[src/rtl/sqrt_iter.sv]
// sqrt_iter: iterative restoring integer square root, one root bit per clock.
// The remainder output port exists only when SQRT_REM_OUT_EN is defined.
module sqrt_iter #(
  parameter int DATA_W = 64
) (
  input  logic                clk,
  input  logic                rst_n,
  input  logic [DATA_W-1:0]   sqrt_data,
  output logic [DATA_W/2-1:0] sqrt_root,
`ifdef SQRT_REM_OUT_EN
  output logic [DATA_W/2:0]   sqrt_rem,
`endif
  output logic                sqrt_valid,
  output logic                sqrt_busy
);

  localparam int ROOT_W = DATA_W / 2;
  localparam int REM_W  = ROOT_W + 2;
  localparam int CNT_W  = $clog2(ROOT_W);

  localparam logic [1:0] ST_LOAD = 2'd0;
  localparam logic [1:0] ST_CALC = 2'd1;
  localparam logic [1:0] ST_DONE = 2'd2;

  logic [1:0]        state_q, state_d;
  logic [DATA_W-1:0] opnd_q, opnd_d;
  logic [ROOT_W-1:0] root_q, root_d;
  logic [REM_W-1:0]  rem_q, rem_d;
  logic [CNT_W-1:0]  cnt_q, cnt_d;
  logic [ROOT_W-1:0] root_out_q, root_out_d;
  logic              valid_q, valid_d;
  logic              busy_q, busy_d;
`ifdef SQRT_REM_OUT_EN
  logic [ROOT_W:0]   rem_out_q, rem_out_d;
`endif

  logic [REM_W+1:0]  trial_s;
  logic [REM_W+1:0]  cmp_s;
  logic              ge_s;

  // Next-state, datapath step and output staging.
  always_comb begin
    state_d    = state_q;
    opnd_d     = opnd_q;
    root_d     = root_q;
    rem_d      = rem_q;
    cnt_d      = cnt_q;
    root_out_d = root_out_q;
    valid_d    = 1'b0;
`ifdef SQRT_REM_OUT_EN
    rem_out_d  = rem_out_q;
`endif
    trial_s = {rem_q, opnd_q[DATA_W-1 -: 2]};
    cmp_s   = {2'b00, root_q, 2'b01};
    ge_s    = (trial_s >= cmp_s);

    case (state_q)
      ST_LOAD: begin
        opnd_d  = sqrt_data;
        root_d  = {ROOT_W{1'b0}};
        rem_d   = {REM_W{1'b0}};
        cnt_d   = CNT_W'(ROOT_W - 1);
        state_d = ST_CALC;
      end
      ST_CALC: begin
        // Partial remainder never exceeds 2*root, so the top trial bits are zero.
        if (ge_s) begin
          rem_d  = REM_W'(trial_s - cmp_s);
          root_d = {root_q[ROOT_W-2:0], 1'b1};
        end else begin
          rem_d  = REM_W'(trial_s);
          root_d = {root_q[ROOT_W-2:0], 1'b0};
        end
        opnd_d = {opnd_q[DATA_W-3:0], 2'b00};
        if (cnt_q == {CNT_W{1'b0}}) begin
          state_d = ST_DONE;
        end else begin
          cnt_d = cnt_q - CNT_W'(1);
        end
      end
      ST_DONE: begin
        root_out_d = root_q;
`ifdef SQRT_REM_OUT_EN
        rem_out_d  = rem_q[ROOT_W:0];
`endif
        valid_d    = 1'b1;
        state_d    = ST_LOAD;
      end
      default: begin
        state_d = ST_LOAD;
      end
    endcase

    busy_d = (state_d != ST_LOAD) ? 1'b1 : 1'b0;
  end

  // State and output registers with synchronous active-high reset on rst_n.
  always_ff @(posedge clk) begin
    if (rst_n) begin
      state_q    <= ST_LOAD;
      opnd_q     <= {DATA_W{1'b0}};
      root_q     <= {ROOT_W{1'b0}};
      rem_q      <= {REM_W{1'b0}};
      cnt_q      <= {CNT_W{1'b0}};
      root_out_q <= {ROOT_W{1'b0}};
      valid_q    <= 1'b0;
      busy_q     <= 1'b0;
`ifdef SQRT_REM_OUT_EN
      rem_out_q  <= {(ROOT_W+1){1'b0}};
`endif
    end else begin
      state_q    <= state_d;
      opnd_q     <= opnd_d;
      root_q     <= root_d;
      rem_q      <= rem_d;
      cnt_q      <= cnt_d;
      root_out_q <= root_out_d;
      valid_q    <= valid_d;
      busy_q     <= busy_d;
`ifdef SQRT_REM_OUT_EN
      rem_out_q  <= rem_out_d;
`endif
    end
  end

  assign sqrt_root  = root_out_q;
  assign sqrt_valid = valid_q;
  assign sqrt_busy  = busy_q;
`ifdef SQRT_REM_OUT_EN
  assign sqrt_rem   = rem_out_q;
`endif

endmodule

[config.mk]
export PLATFORM = sky130hd
export DESIGN_NAME = sqrt_iter
export DESIGN_NICKNAME = d
export VERILOG_FILES = /design/src/rtl/sqrt_iter.sv
export SDC_FILE = /design/constraint.sdc
export NUM_CORES = 1
export LEC_CHECK = 0
export BUFFER_PORTS_ARGS = -buffer_cell sky130_fd_sc_hd__clkbuf_2
export CORE_MARGIN = 4
export CORE_UTILIZATION = 40
export CTS_CLUSTER_DIAMETER = 60
export DETAILED_ROUTE_END_ITERATION = 16
export SETUP_SLACK_MARGIN = 0.05
export SYNTH_ARGS = -nofsm -noshare
export SYNTH_HDL_FRONTEND = slang
export SYNTH_SLANG_ARGS = --single-unit
[constraint.sdc]
create_clock -name clk -period 3.25 [get_ports clk]
set_clock_uncertainty 0.15 [all_clocks]
set_input_delay 0.1625 -clock clk [delete_from_list [all_inputs] [get_ports clk]]
set_output_delay 0.1625 -clock clk [all_outputs]
set_load 0.005 [all_outputs]
Yosys cells after proc, flatten, opt, wreduce, memory -nomap -nowiden
Cells that the tools add are included.
{"block": "totals", "regBits": 171, "input_bits": 66, "out_inout_bits": 34, "word_cells": 30}
{"block": "classes", "addsub": 2, "n_lt_le_gt_ge": 1, "n_eq_ne": 3, "muxes": 11, "reduce_logical": 5}
{"cell": "$pmux W64 S2", "count": 1}
{"cell": "$pmux W34 S2", "count": 1}
{"cell": "$pmux W32 S2", "count": 1}
{"cell": "$ge A36 B34 Y1", "count": 1}
{"cell": "$mux W34", "count": 1}
{"cell": "$sub A34 B34 Y34", "count": 1}
{"cell": "$pmux W5 S2", "count": 1}
{"cell": "$logic_not A5 Y1", "count": 1}
{"cell": "$mux W5", "count": 1}
{"cell": "$sub A5 B1 Y5 const B", "count": 1}
{"cell": "$pmux W2 S2", "count": 1}
{"cell": "$reduce_bool A2 Y1", "count": 2}
{"cell": "$mux W1", "count": 3}
{"cell": "$eq A2 B1 Y1 const B", "count": 1}
{"cell": "$eq A2 B2 Y1 const B", "count": 1}
{"cell": "$logic_not A2 Y1", "count": 1}
{"cell": "$mux W2", "count": 1}
{"cell": "$ne A2 B2 Y1 const B", "count": 1}
{"cell": "$reduce_and A2 Y1", "count": 1}

Longest topological paths before layout
Gate-level depths: netlist of run 1.
{"block": "logic_depth", "word_depth": 5, "depth_mapped": 15, "mapped_depth_nobuf": 12}

Least setup slack after synthesis of run 1
Ideal clock, no wire load.
{"block": "synth_timing", "path_type": "reg-to-reg", "start": "reg root_q[23]", "end": "reg rem_q[26]", "setup_ns": 0.119, "t_arrival_ns": 2.910, "t_required_ns": 2.981, "slack_ns": 0.071, "stages_incl_launch_ff": 14, "path_buffers": 1, "synth_period_minus_slack_ns": 3.179, "cell_sequence": "dfxtp_1 -> inv_1 -> ha_1 -> and3_1 -> nand2_1 -> or4_1 -> or4_1 -> a21oi_1 -> nor3_1 -> a21oi_4 -> buf_6 -> mux2i_1 -> o21ai_1 -> o21bai_1"}
{"block": "synth_via", "elab_chain_len": 3, "elab_cells_between_ends": 4, "cone_classes": "1 x add/sub; 1 x order compare; 2 x mux"}
{"item": "start: declaration", "line_no": "27", "source": "logic [ROOT_W-1:0] root_q, root_d;"}
{"item": "start signal: assignment", "line_no": "102", "source": "root_q <= {ROOT_W{1'b0}};"}
{"item": "start signal: assignment", "line_no": "114", "source": "root_q <= root_d;"}
{"item": "$sub A34 B34 Y34 or $ge A36 B34 Y1 (tied branches)", "line_no": "68, 55"}
{"item": "$mux W34 *", "line_no": "67", "source": "if (ge_s) begin"}
{"item": "$pmux W34 S2 *", "line_no": "57", "source": "case (state_q)"}
{"item": "end signal: assignment", "line_no": "103", "source": "rem_q <= {REM_W{1'b0}};"}
{"item": "end signal: assignment", "line_no": "115", "source": "rem_q <= rem_d;"}
{"item": "end: declaration", "line_no": "28", "source": "logic [REM_W-1:0] rem_q, rem_d;"}
Mark *: on every way between the ends. The rest lies on a longest branch, timed or not.
A chain may end at the register's enable or synchronous reset.

Final worst setup path of run 1
{"block": "layout_timing", "start": "reg root_q[24]", "end": "reg rem_q[17]"}
{"block": "layout_via", "elab_chain_len": 3}
{"item": "$ge A36 B34 Y1", "line_no": "55", "source": "ge_s = (trial_s >= cmp_s);"}
{"item": "$mux W34", "line_no": "67"}
{"item": "$pmux W34 S2", "line_no": "57"}
Every way passes these cells.

==> results.cfg, run 1 <==
[clocking]
cts.htree.levels = 4
cts_root_buf = sky130_fd_sc_hd__clkbuf_16
insertion_delay_ns = 0.43
cts-buffers-inserted = 17
clk_path_buf_depth = 2
cts_tree = built
cts.clk_slew.worst_paths_ns = 0.07
tritoncts_num_sinks = 171

[synth]
synth_cell_types = 47
ys_seq_elements = 171
part_of_the_yosys_area_used_for_sequential_elements_pct = 40.6
syn_area_per_cell_um2 = 7.92
yosys_warnings = 0
yosysTopAreaCell = sky130_fd_sc_hd__dfxtp_1
post-synth-top-area-fraction_pct = 40.6
synth_edf_count = 0
ys_dominant_reg_cell = sky130_fd_sc_hd__dfxtp_1
synth-async-reset-ratio_pct = 0
netlist_top_cells_area = sky130_fd_sc_hd__dfxtp_1 (41%), sky130_fd_sc_hd__mux2i_1 (9.5%), sky130_fd_sc_hd__a21oi_1 (8.4%)
mappedNetlistArea_um2 = 8440
syn_nets = 1166
netlist_instances = 1065

[timing]
finalHoldViolations = 0
fmax_ghz = 0.314
max-slew-margin-rel_pct = 55.8
report.final.setup_viol = 0
post-route-period-util_pct = 97.9
tns_ns = 0
min_period_ns = 3.18
fin_hold_ws_ns = 0.0214
worstMarginPinSlew_ns = 0.663
report.final.slew_viol_count = 0
setup_repair_after_global_routing_missed_its_margin = true

[worst_setup_path]
worstSetupStartpointType = register
critPathCaptureType = register
worst-setup-path-type = register to register
worst-path-max-fanout = 4
crit_required_ns = 3.42
critPathArrivalTime_ns = 3.35

[cells_and_area]
drive_gt1_share_pct = 20.3
finish.net_count = 1343
final_area_um2 = 11000
antennaDiodeCount = 0
final_standard_cell_count_with_taps_included_and_fillers_excluded = 1525
synthToLayoutAreaGrowth_pct = 30.8
n_fill_cell = 1939

[power_and_ir_drop]
power.share.switching_pct = 34.5
vdd_ir_drop_max_mv = 0.465
cell_internal_pwr_uw = 5470
pwr-share-comb_pct = 47.3
seq_power_share_pct = 28.5
power-per-cell-area_nw_per_um2 = 757
net-switching-power_uw = 2880
p_clk_share_pct = 24.2
total_leakage_power_uw = 0.00483

[global_routing]
gr-usage-all-layers_pct = 17.5
antenna_found_initial = 0
global_route.overflow_total = 0
global_route_wire_length_before_repair_mm = 34.9
vias_in_the_first_global_route = 7287
grt_start_max_net_pins = 72

[flow_run]
max-cap-violations = 0

[routing]
detail_route.wl_per_cell_um = 13.5
detail_route.first_pass.iterations = 4
detail-route-antenna-nets = 0
dr.first_iter.drc_count = 378
drcViolationCount = 0
vias = 7624
detail_route.wirelength_mm = 20.6
post_drt_via_cell_ratio = 5.00

[status]
outcome = finished clean

[placement]
dpl.hpwl_mm = 13.9
placed_cells_incl_taps = 1419
instance_area_after_placement_um2 = 9430
buffer_ports.inserted = 99
gp_congestion = 0.836

[worst_hold_path]
worstHoldPathType = input port to register

[floorplanning]
fp.dieH_um = 153
fp.coreArea_um2 = 20500
start_util_pct = 41.2
die_w_um = 153
placementRows = 52
die_area_um2 = 23500
top_level_ports = 100
sequential cells by signal (all words and copies together), names as in the netlist:
| signal | cells |
|---|---|
| sqrt_valid | 1 |
| sqrt_root | 32 |
| root_q | 32 |
| cnt_q | 5 |
| opnd_q | 64 |
| sqrt_busy | 1 |
| state_q | 2 |
| rem_q | 34 |
layer usage:
metal  wire [um]  global-route usage [%]
met1       10000                    23.9
met2        9270                    27.8
met3        1060                    4.27
met4         254                    4.71
met5           0                       0
layout by cell type (no fill, tap or decap), drive strengths merged, types with 3 or more instances in the layout:
master / n
or3: 5
dfxtp: 171
clkbuf: 118
a31oi: 5
o22ai: 4
clkinv: 4
o21ai: 78
o21bai: 11
nand3: 7
xnor2: 22
o21a: 5
nor2: 155
ha: 35
nor2b: 5
nor3b: 3
nor3: 4
a31o: 3
o31ai: 4
a21oi: 143
buf: 64
nand4: 4
a21o: 17
a22o: 4
nand2b: 5
nand2: 142
inv: 56
xor2: 7
mux2i: 80
a211oi: 9
and2: 4
dlygate4sd3: 62
synthesized netlist by cell type (11+ instances only):
library cell and number:
sky130_fd_sc_hd__ha_1 35, sky130_fd_sc_hd__nand2_1 141, sky130_fd_sc_hd__nor2_1 155, sky130_fd_sc_hd__o21bai_1 11, sky130_fd_sc_hd__a21o_1 17, sky130_fd_sc_hd__o21ai_0 53
sky130_fd_sc_hd__buf_1 12, sky130_fd_sc_hd__inv_1 50, sky130_fd_sc_hd__clkbuf_1 50, sky130_fd_sc_hd__dfxtp_1 171, sky130_fd_sc_hd__mux2i_1 80, sky130_fd_sc_hd__xnor2_1 22
sky130_fd_sc_hd__o21ai_1 25, sky130_fd_sc_hd__a21oi_1 142
kinds of logic after synthesis:
| kind of cell | after synthesis | share of synthesized area (%) |
|---|---|---|
| adders and majority gates | 35 | 5.19 |
| DFF | 171 | 40.6 |
| AOI/OAI and AO/OA | 290 | 19.5 |
| and+or+nand+nor | 341 | 16.5 |
| xor gates and xnor gates | 29 | 3.01 |
| buffers and inverters | 117 | 5.53 |
| muxes | 82 | 9.76 |
worst paths after layout:
check                start       endpoint  slack (ns)  cells after the start
max             root_q[24]      rem_q[17]        0.07                     12
min          sqrt_data[62]     opnd_q[62]        0.02                      4
max reg2reg     root_q[24]      rem_q[17]        0.07                     12
min reg2reg  sqrt_root[30]  sqrt_root[30]        0.30                      2
final cells by class:
cell class / count / area [um^2] / share of cell area, %
clock inverters: 13 / 131 / 1.19
multi-input cells: 777 / 4790 / 43.4
well taps: 270 / 338 / 3.06
flip-flops and latches: 171 / 3450 / 31.2
inverters: 50 / 188 / 1.70
repair buffers: 225 / 1690 / 15.3
clock buffers: 19 / 453 / 4.10
per-stage QoR:
| stage | worst slack, ns | utilization [%] | total power [uW] |
|---|---|---|---|
| after floorplan | 0.0707 | - | 4760 |
| after CTS | 0.0455 | 52.6 | 7930 |
| final | 0.0697 | 53.9 | 8350 |
| after global placement | 0.0337 | 46.0 | 5520 |
| after global routing | -0.0199 | 53.9 | 8880 |
| after detailed placement | -0.0419 | 46.0 | 5550 |
worst max-delay path: stages (launching register included):
cell                      delay [ns]
sky130_fd_sc_hd__dfxtp_2        0.33
sky130_fd_sc_hd__inv_2          0.05
sky130_fd_sc_hd__ha_4           0.25
sky130_fd_sc_hd__and3_4         0.19
sky130_fd_sc_hd__nand2_2        0.06
sky130_fd_sc_hd__or4_4          0.48
sky130_fd_sc_hd__or4_4          0.44
sky130_fd_sc_hd__a21oi_4        0.20
sky130_fd_sc_hd__nor3_4         0.07
sky130_fd_sc_hd__a21oi_4        0.13
sky130_fd_sc_hd__buf_4          0.19
sky130_fd_sc_hd__mux2_2         0.34
sky130_fd_sc_hd__a22o_1         0.18
power groups by stage:
stage / Sequential (uW) / Combinational (uW) / Clock [uW]
after floorplan: 2370 / 2390 / 0
after global placement: 2410 / 3100 / 0
after detailed placement: 2420 / 3130 / 0
after CTS: 2370 / 3490 / 2070
after global routing: 2400 / 4310 / 2170
final: 2380 / 3950 / 2020
repair_timing:
action | in CTS | in global routing
hold endpoints to repair | 62 | 0
setup endpoints to repair | 28 | 34
cloned | 1 | 1
hold buffers | 62 | 0
setup buffers | 2 | 8
pin swaps | 10 | 13
resized for setup | 28 | 35
Note: power is estimated with default switching activity, not from simulation.
==> run 2, diff against run 1 <==
--- a/config.mk
+++ b/config.mk
@@ -10,6 +10,7 @@
 export CORE_UTILIZATION = 40
 export CTS_CLUSTER_DIAMETER = 60
 export DETAILED_ROUTE_END_ITERATION = 16
+export PLACE_DENSITY = 0.7
 export SETUP_SLACK_MARGIN = 0.05
 export SYNTH_ARGS = -nofsm -noshare
 export SYNTH_HDL_FRONTEND = slang
==> results.cfg, run 2 (synthesis gave the netlist of run 1 again) <==
[power_and_ir_drop]
pwr-share-comb_pct = 46.5
cell_internal_pwr_uw = 5510
power.share.switching_pct = 34.7
vdd_ir_drop_max_mv = 0.499
net-switching-power_uw = 2930
power-per-cell-area_nw_per_um2 = 763
seq_power_share_pct = 28.3
p_clk_share_pct = 25.1
total_leakage_power_uw = 0.00482

[timing]
max-slew-margin-rel_pct = 30.7
fmax_ghz = 0.312
report.final.setup_viol = 0
report.final.slew_viol_count = 0
finalHoldViolations = 0
setup_repair_after_global_routing_missed_its_margin = true
post-route-period-util_pct = 98.5
setup_slack_ns = 0.0472
min_period_ns = 3.20
worstMarginPinSlew_ns = 1.04

[routing]
vias = 7773
detail_route.wl_per_cell_um = 14.3
detail_route.first_pass.iterations = 6
dr.first_iter.drc_count = 403
drcViolationCount = 0
detail-route-antenna-nets = 0
detail_route.wirelength_mm = 21.8
post_drt_via_cell_ratio = 5.11

[clocking]
cts.htree.levels = 4
cts_tree = built
cts-buffers-inserted = 17
clk_path_buf_depth = 2
cts.clk_slew.worst_paths_ns = 0.06
cts_root_buf = sky130_fd_sc_hd__clkbuf_16
insertion_delay_ns = 0.43
tritoncts_num_sinks = 171

[global_routing]
global_route.overflow_total = 0
busiest_layer = met2
grt_use_met1_pct = 23.7
antenna_found_initial = 0
met2_usage_pct = 29.5
global_route_wire_length_before_repair_mm = 35.7
grt_start_max_net_pins = 118
grt_use_met3_pct = 4.44
gr-usage-all-layers_pct = 18.0
vias_in_the_first_global_route = 7478

[worst_hold_path]
worstHoldStart = sqrt_data[63]
hold_path_depth = 4
worst_hold_endpoint = opnd_q[63]
worstHoldPathType = input port to register

[cells_and_area]
finish.net_count = 1341
max_flop_register = opnd_q
synthToLayoutAreaGrowth_pct = 31.0
antennaDiodeCount = 0
largest_reg_flops = 64
n_fill_cell = 1850
most_frequent_standard_cell_in_the_layout_excluding_fill_and_tap_cells = sky130_fd_sc_hd__dfxtp_1
top_regs = opnd_q: 64 flops, rem_q: 34 flops
finalCoreUtilization_pct = 54.0
drive_gt1_share_pct = 19.6
layout.cells.most_common_list = sky130_fd_sc_hd__dfxtp_1 (162), sky130_fd_sc_hd__nor2_1 (153), sky130_fd_sc_hd__nand2_1 (139), sky130_fd_sc_hd__a21oi_1 (138), sky130_fd_sc_hd__clkbuf_2 (98)

[worst_setup_path]
worstReg2RegStart = rem_q[22]
worst-setup-path-type = register to register
crit_required_ns = 3.42
critPathCaptureType = register
worstSetupStartpointType = register
worstRegToRegCells = 11
worst-path-max-fanout = 3
critical_path.reg2reg.endpoint = rem_q[17]
critPathArrivalTime_ns = 3.38
worst-r2r-setup-slack_ns = 0.05

[status]
outcome = finished clean

[floorplanning]
die_w_um = 153
placementRows = 52
fp.dieH_um = 153
die_area_um2 = 23500
fp.coreArea_um2 = 20500
start_util_pct = 41.2
top_level_ports = 100

[placement]
place_ws_ns = -0.0270
buffer_ports.inserted = 99
dpl.hpwl_mm = 13.7
gp_congestion = 0.910

[flow_run]
max-cap-violations = 0
==> run 2: changes by cell type in the layout (fill, tap and decap cells not counted), sizes merged <==
cell	previous run	this run
clkinv	4	2
dlygate4sd3	62	63
bufinv	1	2
inv	56	57
clkbuf	118	119
buf	64	60
clkinvlp	2	1
==> run 2: worst max-delay path, stage by stage, from the launching register on <==
cell and delay, ns:
sky130_fd_sc_hd__dfxtp_1 0.37, sky130_fd_sc_hd__ha_4 0.29, sky130_fd_sc_hd__and3_4 0.20, sky130_fd_sc_hd__nand2_4 0.05, sky130_fd_sc_hd__or4_4 0.48, sky130_fd_sc_hd__or4_4 0.51, sky130_fd_sc_hd__a21oi_4 0.21, sky130_fd_sc_hd__nor3_4 0.06
sky130_fd_sc_hd__a21oi_4 0.17, sky130_fd_sc_hd__buf_4 0.13, sky130_fd_sc_hd__mux2_2 0.31, sky130_fd_sc_hd__a22o_1 0.17
==> run 2: worst max path at each step <==
stage,start,slack (ns),to,cells past startpoint
after floorplan,root_q[23],0.07,rem_q[26],13
after global placement,root_q[24],0.05,rem_q[7],12
after detailed placement,root_q[24],-0.03,rem_q[12],12
after CTS,root_q[24],0.05,rem_q[17],12
after global routing,rem_q[22],-0.06,rem_q[13],12
final,rem_q[22],0.05,rem_q[17],11
==> run 2: per-stage QoR <==
| stage | setup TNS [ns] | total power [uW] | hold slack [ns] | instance area (um^2) | std cells |
|---|---|---|---|---|---|
| 4_1_cts | 0 | 7850 | 0.0426 | 10700 | 1517 |
| 6_report | 0 | 8440 | 0.0396 | 11100 | 1522 |
| 3_5_place_dp | -0.119 | 5520 | 0.295 | 9420 | 1419 |
| 5_1_grt | -0.330 | 8930 | 0.100 | 11100 | 1522 |
| 3_3_place_gp | 0 | 5470 | 0.291 | 9420 | 1419 |
| 2_1_floorplan | 0 | 4760 | 0.270 | 8440 | 1065 |
==> run 2: power groups by stage <==
stage          combinational, uW  sequential [uW]  clock (uW)
2_1_floorplan               2390             2370           0
3_3_place_gp                3050             2420           0
3_5_place_dp                3100             2430           0
4_1_cts                     3310             2380        2160
5_1_grt                     4280             2410        2240
6_report                    3930             2390        2120
==> run 2: area by class of cell <==
cell class                 count  area (um^2)  share of cell area [%]
clock buffer                  19          453                    4.10
clock inverter                12          151                    1.37
inverter                      50          188                    1.70
multi-input combinational    777         4810                    43.5
sequential                   171         3440                    31.1
tap                          270          338                    3.05
timing repair buffer         223         1680                    15.2
==> run 2: routing by layer <==
layer | vias to the layer above | wire [um]
met5 | - | 0
met4 | 0 | 350
met3 | 30 | 1440
met2 | 230 | 10100
met1 | 3542 | 9930
li1 | 3971 | -
==> run 2: timing repair <==
action | CTS | global route
hold buffers | 63 | 0
setup buffers | 4 | 3
hold endpoints to repair | 65 | 0
resized for setup | 6 | 60
endpoints found under the setup margin | 32 | 35
cloned | 0 | 2
pin swaps | 4 | 13
